<file path="src/rtl/ws2812_pkg.sv">
// Shared types and defaults for the WS2812 pixel serializer.
package ws2812_pkg;

  localparam int PHASE_W = 8;
  localparam int LATCH_W = 16;

  typedef enum logic [2:0] {
    IDLE  = 3'd0,
    LOAD  = 3'd1,
    HIGH  = 3'd2,
    LOW   = 3'd3,
    LATCH = 3'd4
  } state_t;

  typedef struct packed {
    logic [PHASE_W-1:0] t0h;
    logic [PHASE_W-1:0] t0l;
    logic [PHASE_W-1:0] t1h;
    logic [PHASE_W-1:0] t1l;
    logic [LATCH_W-1:0] rst;
  } timing_t;

  // Typical WS2812B timing at a 50 MHz clock (0.4/0.85 us, 0.8/0.45 us, 300 us latch).
  localparam timing_t TIMING_DEFAULT = '{
    t0h: 8'd20, t0l: 8'd42, t1h: 8'd40, t1l: 8'd22, rst: 16'd15000
  };

  // High-phase length for a data bit.
  function automatic logic [PHASE_W-1:0] high_len(input timing_t t, input logic b);
    return b ? t.t1h : t.t0h;
  endfunction

  // Low-phase length for a data bit.
  function automatic logic [PHASE_W-1:0] low_len(input timing_t t, input logic b);
    return b ? t.t1l : t.t0l;
  endfunction

endpackage

</file>
<file path="src/rtl/ws2812_phase_timer.sv">
// Loadable down-counter. A load of N runs for max(N,1) cycles; last_cycle
// is high in the final one and stays high while the counter is parked at 0.
module ws2812_phase_timer #(
  parameter int W = 8
) (
  input  logic         clk,
  input  logic         rst,
  input  logic         load,
  input  logic [W-1:0] count,
  output logic         last_cycle
);

  logic [W-1:0] cnt_q;

  // Load count-1 (a zero count behaves as one), otherwise count down to 0.
  always_ff @(posedge clk or posedge rst) begin
    if (rst) begin
      cnt_q <= '0;
    end else if (load) begin
      cnt_q <= (count == '0) ? '0 : count - W'(1);
    end else if (cnt_q != '0) begin
      cnt_q <= cnt_q - W'(1);
    end
  end

  assign last_cycle = (cnt_q == '0);

endmodule

</file>
<file path="src/rtl/ws2812_pixel_serializer.sv">
// Serializes pixel words MSB first onto a WS2812 line, with a one-word
// holding register for gapless pixels and a latch interval at frame end.
//
// Handshake: a word transfers on a rising clk_in edge where pix_valid_in and
// pix_ready_out are both high; pix_ready_out is high exactly when the holding
// register is empty and does not depend on pix_valid_in.
module ws2812_pixel_serializer
  import ws2812_pkg::*;
#(
  parameter int DATA_W = 24
) (
  input  logic              clk_in,
  input  logic              rst_in,
  input  logic [7:0]        t0h_cnt_in,
  input  logic [7:0]        t0l_cnt_in,
  input  logic [7:0]        t1h_cnt_in,
  input  logic [7:0]        t1l_cnt_in,
  input  logic [15:0]       rst_cnt_in,
  input  logic              pix_valid_in,
  input  logic [DATA_W-1:0] pix_data_in,
  input  logic              pix_last_in,
  output logic              pix_ready_out,
  output logic              busy_out,
  output logic              done_out,
  output logic              underrun_out,
  output logic              ws2812_data_out,
  output state_t            dbg_state
);

  localparam int IDX_W = $clog2(DATA_W);
  localparam logic [IDX_W-1:0] IDX_TOP = IDX_W'(DATA_W - 1);

  state_t              state_q, state_n;
  timing_t             cfg_in, cfg_q;
  logic                hold_vld_q, hold_last_q;
  logic [DATA_W-1:0]   hold_data_q, shift_q;
  logic [IDX_W-1:0]    idx_q;
  logic                word_last_q, line_q;
  logic                accept, hold_free, snap, load_shift_hold, shift_adv;
  logic                load_phase, load_latch, phase_last, latch_last;
  logic [PHASE_W-1:0]  phase_val;
  logic                done_p, underrun_p;

  assign cfg_in = '{t0h: t0h_cnt_in, t0l: t0l_cnt_in, t1h: t1h_cnt_in,
                    t1l: t1l_cnt_in, rst: rst_cnt_in};
  assign accept = pix_valid_in && !hold_vld_q;

  // State register.
  always_ff @(posedge clk_in or posedge rst_in) begin
    if (rst_in) state_q <= IDLE;
    else        state_q <= state_n;
  end

  // Next state and datapath control; the current bit is always shift_q's MSB.
  always_comb begin
    state_n         = state_q;
    snap            = 1'b0;
    load_shift_hold = 1'b0;
    shift_adv       = 1'b0;
    hold_free       = 1'b0;
    load_phase      = 1'b0;
    phase_val       = '0;
    load_latch      = 1'b0;
    done_p          = 1'b0;
    underrun_p      = 1'b0;
    case (state_q)
      IDLE: begin
        if (hold_vld_q) begin
          state_n = LOAD;
          snap    = 1'b1;
        end
      end
      LOAD: begin
        state_n         = HIGH;
        load_shift_hold = 1'b1;
        hold_free       = 1'b1;
        load_phase      = 1'b1;
        phase_val       = high_len(cfg_q, hold_data_q[DATA_W-1]);
      end
      HIGH: begin
        if (phase_last) begin
          state_n    = LOW;
          load_phase = 1'b1;
          phase_val  = low_len(cfg_q, shift_q[DATA_W-1]);
        end
      end
      LOW: begin
        if (phase_last) begin
          if (idx_q != '0) begin
            state_n    = HIGH;
            shift_adv  = 1'b1;
            load_phase = 1'b1;
            phase_val  = high_len(cfg_q, shift_q[DATA_W-2]);
          end else if (word_last_q) begin
            state_n    = LATCH;
            load_latch = 1'b1;
          end else if (hold_vld_q) begin
            // Gapless: next pixel goes straight from holding register to HIGH.
            state_n         = HIGH;
            load_shift_hold = 1'b1;
            hold_free       = 1'b1;
            load_phase      = 1'b1;
            phase_val       = high_len(cfg_q, hold_data_q[DATA_W-1]);
          end else begin
            state_n    = LATCH;
            load_latch = 1'b1;
            underrun_p = 1'b1;
          end
        end
      end
      LATCH: begin
        if (latch_last) begin
          state_n = IDLE;
          done_p  = 1'b1;
        end
      end
      default: state_n = IDLE;
    endcase
  end

  // Holding register, shift register, config snapshot and registered line.
  always_ff @(posedge clk_in or posedge rst_in) begin
    if (rst_in) begin
      hold_vld_q  <= 1'b0;
      hold_last_q <= 1'b0;
      hold_data_q <= '0;
      shift_q     <= '0;
      idx_q       <= '0;
      word_last_q <= 1'b0;
      cfg_q       <= TIMING_DEFAULT;
      line_q      <= 1'b0;
    end else begin
      line_q <= (state_n == HIGH);
      if (snap) cfg_q <= cfg_in;
      if (accept) begin
        hold_vld_q  <= 1'b1;
        hold_data_q <= pix_data_in;
        hold_last_q <= pix_last_in;
      end else if (hold_free) begin
        hold_vld_q <= 1'b0;
      end
      if (load_shift_hold) begin
        shift_q     <= hold_data_q;
        idx_q       <= IDX_TOP;
        word_last_q <= hold_last_q;
      end else if (shift_adv) begin
        shift_q <= {shift_q[DATA_W-2:0], 1'b0};
        idx_q   <= idx_q - IDX_W'(1);
      end
    end
  end

  ws2812_phase_timer #(.W(PHASE_W)) u_phase_timer (
    .clk        (clk_in),
    .rst        (rst_in),
    .load       (load_phase),
    .count      (phase_val),
    .last_cycle (phase_last)
  );

  ws2812_phase_timer #(.W(LATCH_W)) u_latch_timer (
    .clk        (clk_in),
    .rst        (rst_in),
    .load       (load_latch),
    .count      (cfg_q.rst),
    .last_cycle (latch_last)
  );

  assign pix_ready_out   = !hold_vld_q;
  assign busy_out        = (state_q != IDLE);
  assign done_out        = done_p;
  assign underrun_out    = underrun_p;
  assign ws2812_data_out = line_q;
  assign dbg_state       = state_q;

endmodule

</file>
<file path="config.mk">
export PLATFORM = sky130hd
export DESIGN_NAME = ws2812_pixel_serializer
export DESIGN_NICKNAME = d
export VERILOG_FILES = /design/src/rtl/ws2812_pkg.sv /design/src/rtl/ws2812_phase_timer.sv /design/src/rtl/ws2812_pixel_serializer.sv
export SDC_FILE = /design/constraint.sdc
export NUM_CORES = 1
export LEC_CHECK = 0
export CAP_MARGIN = 20
export CORE_MARGIN = 4
export CORE_UTILIZATION = 45
export CTS_CLUSTER_SIZE = 12
export DETAILED_ROUTE_END_ITERATION = 10
export PLACE_DENSITY = 0.75
export REMOVE_ABC_BUFFERS = 1
export SYNTH_ARGS = -nofsm -noshare
export SYNTH_HDL_FRONTEND = slang
export SYNTH_SLANG_ARGS = --single-unit
</file>
<file path="constraint.sdc">
create_clock -name clk_in -period 9.3 [get_ports clk_in]
set_clock_uncertainty 0.2 [all_clocks]
set_input_delay 1.395 -clock clk_in [delete_from_list [all_inputs] [get_ports clk_in]]
set_output_delay 1.395 -clock clk_in [all_outputs]
set_load 0.01 [all_outputs]
</file>
# Yosys cells after proc, flatten, opt, wreduce, memory -nomap -nowiden
# Cells that the tools add are included.
[op_classes]
mux = 53
n_addsub = 5
eq_ne = 5
reduce_logical = 15
[op_table]
columns = ["op", "count"]
rows = [
  ["8-bit two-way mux", 11],
  ["16-bit two-way mux", 3],
  ["24-bit two-way mux", 2],
  ["16-bit zero test", 2],
  ["16-bit by 1-bit subtractor with 16-bit output, second input constant", 2],
  ["1-bit two-way mux", 24],
  ["8-bit one-hot mux with 3 select lines", 1],
  ["3-bit two-way mux", 7],
  ["8-bit zero test", 2],
  ["16-bit nonzero test", 1],
  ["8-bit by 1-bit subtractor with 8-bit output, second input constant", 2],
  ["3-bit one-hot mux with 5 select lines", 1],
  ["5-bit two-way mux", 2],
  ["3-bit by 2-bit equality test with 1-bit output, second input constant", 3],
  ["2-bit nonzero test", 4],
  ["8-bit nonzero test", 1],
  ["5-bit nonzero test", 1],
  ["5-bit by 1-bit subtractor with 5-bit output, second input constant", 1],
  ["3-bit by 1-bit equality test with 1-bit output, second input constant", 1],
  ["3-bit equality test, second input constant", 1],
  ["3-bit zero test", 1],
  ["1-bit one-hot mux with 3 select lines", 1],
  ["3-bit nonzero test", 1],
  ["1-bit one-hot mux with 2 select lines", 1],
  ["other kinds (2)", 2],
]
[word_totals]
in_bits = 76
out_inout_bits = 8
wordCells = 93
reg_bits = 132

# Logic depth before layout (Yosys ltp)
[depth]
ltp_word = 9
ltp_mapped = 13

# Modules after synthesis
# A second synthesis with hierarchy kept.
[hier_totals]
hier_cells = 558
hier_area_um2 = 6826.5
[by_module_without_submodules]
columns = ["module", "n_inst", "cells_per_inst", "area_each_um2", "seq_area_each_um2"]
rows = [
  ["ws2812_pixel_serializer", 1, 355, 4942.2, 2723.9],
  ["ws2812_phase_timer at u_latch_timer", 1, 138, 1249.9, 400.4],
  ["ws2812_phase_timer at u_phase_timer", 1, 65, 634.4, 200.2],
]

# Worst setup path before layout
# OpenSTA, ideal clock, no wires.
[synth_path]
path_type = "reg-to-output"
startpoint = "register u_latch_timer.cnt_q[2]"
endpoint = "output port done_out"
n_path_buf = 0
slack_ns = 5.661
path_stages_with_launch = 6
arrival_time_ns = 2.044
t_required_ns = 7.705
path_cell_list = "dfrtp_1 -> or4_1 -> nor4_4 -> nand3b_1 -> or4_1 -> nor2_1"
[synth_between]
elab_chain_len = 3
[synth_lines]
columns = ["element", "line_no", "text"]
rows = [
  ["from (decl)", "ws2812_phase_timer.sv:13", "logic [W-1:0] cnt_q;"],
  ["from (signal assigned)", "ws2812_phase_timer.sv:20", "cnt_q <= (count == '0) ? '0 : count - W'(1);"],
  ["from (signal assigned)", "ws2812_phase_timer.sv:22", "cnt_q <= cnt_q - W'(1);"],
  ["16-bit zero test", "ws2812_phase_timer.sv:26", "assign last_cycle = (cnt_q == '0);"],
  ["1-bit two-way mux", "ws2812_pixel_serializer.sv:112", "if (latch_last) begin"],
  ["1-bit two-way mux", "ws2812_pixel_serializer.sv:66", "case (state_q)"],
  ["to (decl)", "ws2812_pixel_serializer.sv:24", "output logic done_out,"],
]
# Every way passes these cells.

# Worst setup path in the final report
# Same ends and word-level chain as after synthesis.

==> impl_metrics.env <==
export IMPL_status="finished clean"
export IMPL_die_h_um=130
export IMPL_vdd_ir_drop_max_v=0.000153
export IMPL_hp_class="register to register"
export IMPL_grt_util_met2_pct=30.3
export IMPL_slew_headroom_pct=24.2
export IMPL_start_util_pct=45.9
export IMPL_setup_violations=0
export IMPL_cpPeakStageDelay_ps=630
export IMPL_ctsResizeCount=0
export IMPL_fmax_ghz=0.212
export IMPL_drtIter0Drc=248
export IMPL_met3_usage_pct=4.75
export IMPL_insertedDiodeCount=0
export IMPL_cp_cell_sequence="or4_1, nor4_4, nand3b_1, or4_1, nor2_1, clkdlybuf4s50_1"
export IMPL_pin_count=84
export IMPL_mostFrequentLayoutCells="dfrtp_1 (115), nor2_1 (85), clkdlybuf4s50_1 (83)"
export IMPL_placement_io_buffers=83
export IMPL_path_class="register to output port"
export IMPL_clk_latency_ps=420
export IMPL_cts_max_path_buffers=2
export IMPL_post_drt_wl_per_cell_um=16.3
export IMPL_worstSetupStartpointType="register"
export IMPL_grt_pass1_vias=5214
export IMPL_synthToLayoutAreaGrowth_pct=23.8
export IMPL_cp_common_cell="or4_1"
export IMPL_ys_flop_type="dfrtp_1"
export IMPL_antenna_found_initial=0
export IMPL_path_max_fanout=6
export IMPL_vias=4963
export IMPL_hold_buffers=0
export IMPL_maxCapViolCount=0
export IMPL_rrSetupSlack_ps=5710
export IMPL_slowest_stage="or4_1"
export IMPL_gr_usage_all_layers_pct=18.3
export IMPL_period_minus_slack_ps=4720
export IMPL_fin_ws_ps=4580
export IMPL_synth_seq_cells=132
export IMPL_htreeDepth=4
export IMPL_ys_seq_area_share_pct=49.6
export IMPL_num_rows=44
export IMPL_clock_sinks=132
export IMPL_layout_drive_gt1_share_pct=21.8
export IMPL_die_x_um=130
export IMPL_grt_ovfl_total=0
export IMPL_synth_area_per_cell_um2=11.0
export IMPL_ys_types=65
export IMPL_cts_tree="done"
export IMPL_busiest_layer="met2"
export IMPL_powerDensity_nw_per_um2=316
export IMPL_worstMarginPinSlew_ps=1130
export IMPL_vias_per_cell=5.61
export IMPL_postCtsSetupBuffers=0
export IMPL_drc=0
export IMPL_hold_viol=0
export IMPL_arrival_ps=3130
export IMPL_die_area_um2=16900
export IMPL_cts_root_buf="clkbuf_16"
export IMPL_endpoint_kind="output port"
export IMPL_mostFrequentLayoutCell="dfrtp_1"
export IMPL_grt_max_degree=77
export IMPL_synth_edf_count=0
export IMPL_yosysTopAreaCellShare_pct=42.9
export IMPL_antenna_left=0
export IMPL_leakage_nw=3.47
export IMPL_dp_hpwl_mm=10.2
export IMPL_clkTransAtPathRegs_ps=60
export IMPL_fin_nets=772
export IMPL_async_flop_share_pct=100
export IMPL_grt_use_met1_pct=23.6
export IMPL_post_place_ws_ps=5010
export IMPL_required_ps=7710
export IMPL_timing_hold_ws_ps=298
export IMPL_netlist_area_um2=6700
export IMPL_synthCells=611
export IMPL_finalCritPeriodShare_pct=50.8
export IMPL_dr_pass1_iters=4
export IMPL_setup_tns_ps=0
export IMPL_wl_mm=14.4
export IMPL_gp_congestion=0.877
export IMPL_coreArea_um2=14600
export IMPL_numCtsBuffers=17
export IMPL_synth_warnings=0
export IMPL_yosys_area_top_type="dfrtp_1"
export IMPL_grt_pass1_wl_mm=24.6
export IMPL_rsz0062_at_grt="no"
export IMPL_synth_area_top_cells="dfrtp_1 (43%), mux2_2 (12%), dfstp_2 (6.7%), nor2_1 (4.8%), mux2i_1 (3.3%)"
export IMPL_drv_slew=0
cell type report:
class / instances / area (µm²)
inverter: 15 / 58.8
timing repair buffer: 87 / 861
fill: 1186 / 6290
clock inverter: 13 / 166
tap: 184 / 230
sequential: 132 / 3320
clock buffer: 19 / 453
multi-input combinational: 435 / 3210
through the flow:
step | instance area [µm²] | utilization, % | cells | total power, mW
final | 8300 | 56.9 | 885 | 2.62
after global routing | 8300 | 56.9 | 885 | 2.80
after CTS | 8300 | 56.9 | 885 | 2.64
after detailed placement | 7680 | 52.6 | 853 | 1.93
after global placement | 7680 | 52.6 | 853 | 1.88
after floorplan | 6580 | - | 582 | 1.70
power by group:
group | switching [mW] | internal [mW]
Sequential | 0.266 | 0.886
Combinational | 0.338 | 0.433
Clock | 0.257 | 0.440
routing by layer:
layer | up-vias | part of all wire, %
met5 | - | 0
met4 | 0 | 1.0
met1 | 2454 | 45
li1 | 2362 | -
met2 | 132 | 50
met3 | 15 | 4.2
cell usage after synthesis, drive strengths merged, types with 2 or more instances:
| master | count |
|---|---|
| nand2b | 5 |
| dfrtp | 115 |
| nor2 | 87 |
| o32ai | 3 |
| a21oi | 18 |
| nor4b | 2 |
| clkbuf | 18 |
| mux2i | 22 |
| o211ai | 2 |
| a21o | 3 |
| dfstp | 17 |
| a221o | 2 |
| or4 | 7 |
| nor3b | 3 |
| nand3b | 3 |
| o22a | 4 |
| mux2 | 74 |
| xor2 | 18 |
| or3 | 5 |
| nand3 | 8 |
| inv | 15 |
| o22ai | 30 |
| nand2 | 28 |
| o21a | 2 |
| a31oi | 2 |
| nor2b | 2 |
| nand4 | 4 |
| ha | 8 |
| o21ai | 14 |
| o31ai | 3 |
| a211oi | 3 |
| a22oi | 13 |
| nor3 | 16 |
| nor4 | 14 |
| xnor2 | 17 |
| buf | 11 |
path summary, 6_finish.rpt:
| kind | cells after the start | end | from |
|---|---|---|---|
| worst max-delay path | 6 | done_out | u_latch_timer.cnt_q[2] |
| worst min-delay path | 2 | word_last_q | hold_last_q |
| worst max register to register | 12 | u_phase_timer.cnt_q[6] | u_phase_timer.cnt_q[0] |
| worst min register to register | 2 | word_last_q | hold_last_q |
| max in group asynchronous | 3 | hold_data_q[12] | rst_in |
| min in group asynchronous | 2 | hold_data_q[18] | rst_in |
sequential cells by signal (all words and copies together), names as in the netlist:
signal	flops
cfg_q	48
hold_data_q	24
shift_q	24
u_latch_timer.cnt_q	16
u_phase_timer.cnt_q	8
idx_q	5
dbg_state	3
hold_last_q	1
hold_vld_q	1
word_last_q	1
ws2812_data_out	1
worst max-delay path, delay by kind of cell, from the launching register on:
kind          cells  cell delay [ps]
buf+inv           1              550
flops             1              410
simple gates      5             1760
cells by family after synthesis:
logic type,Yosys count,synth area share [%]
xor+xnor,35,4.57
flops,132,49.6
simple gates,190,14.7
fa+ha+maj,8,1.49
mux,96,15.7
compound gates,106,11.1
buf+inv,44,2.73
Power figures use the tool's default switching activity.
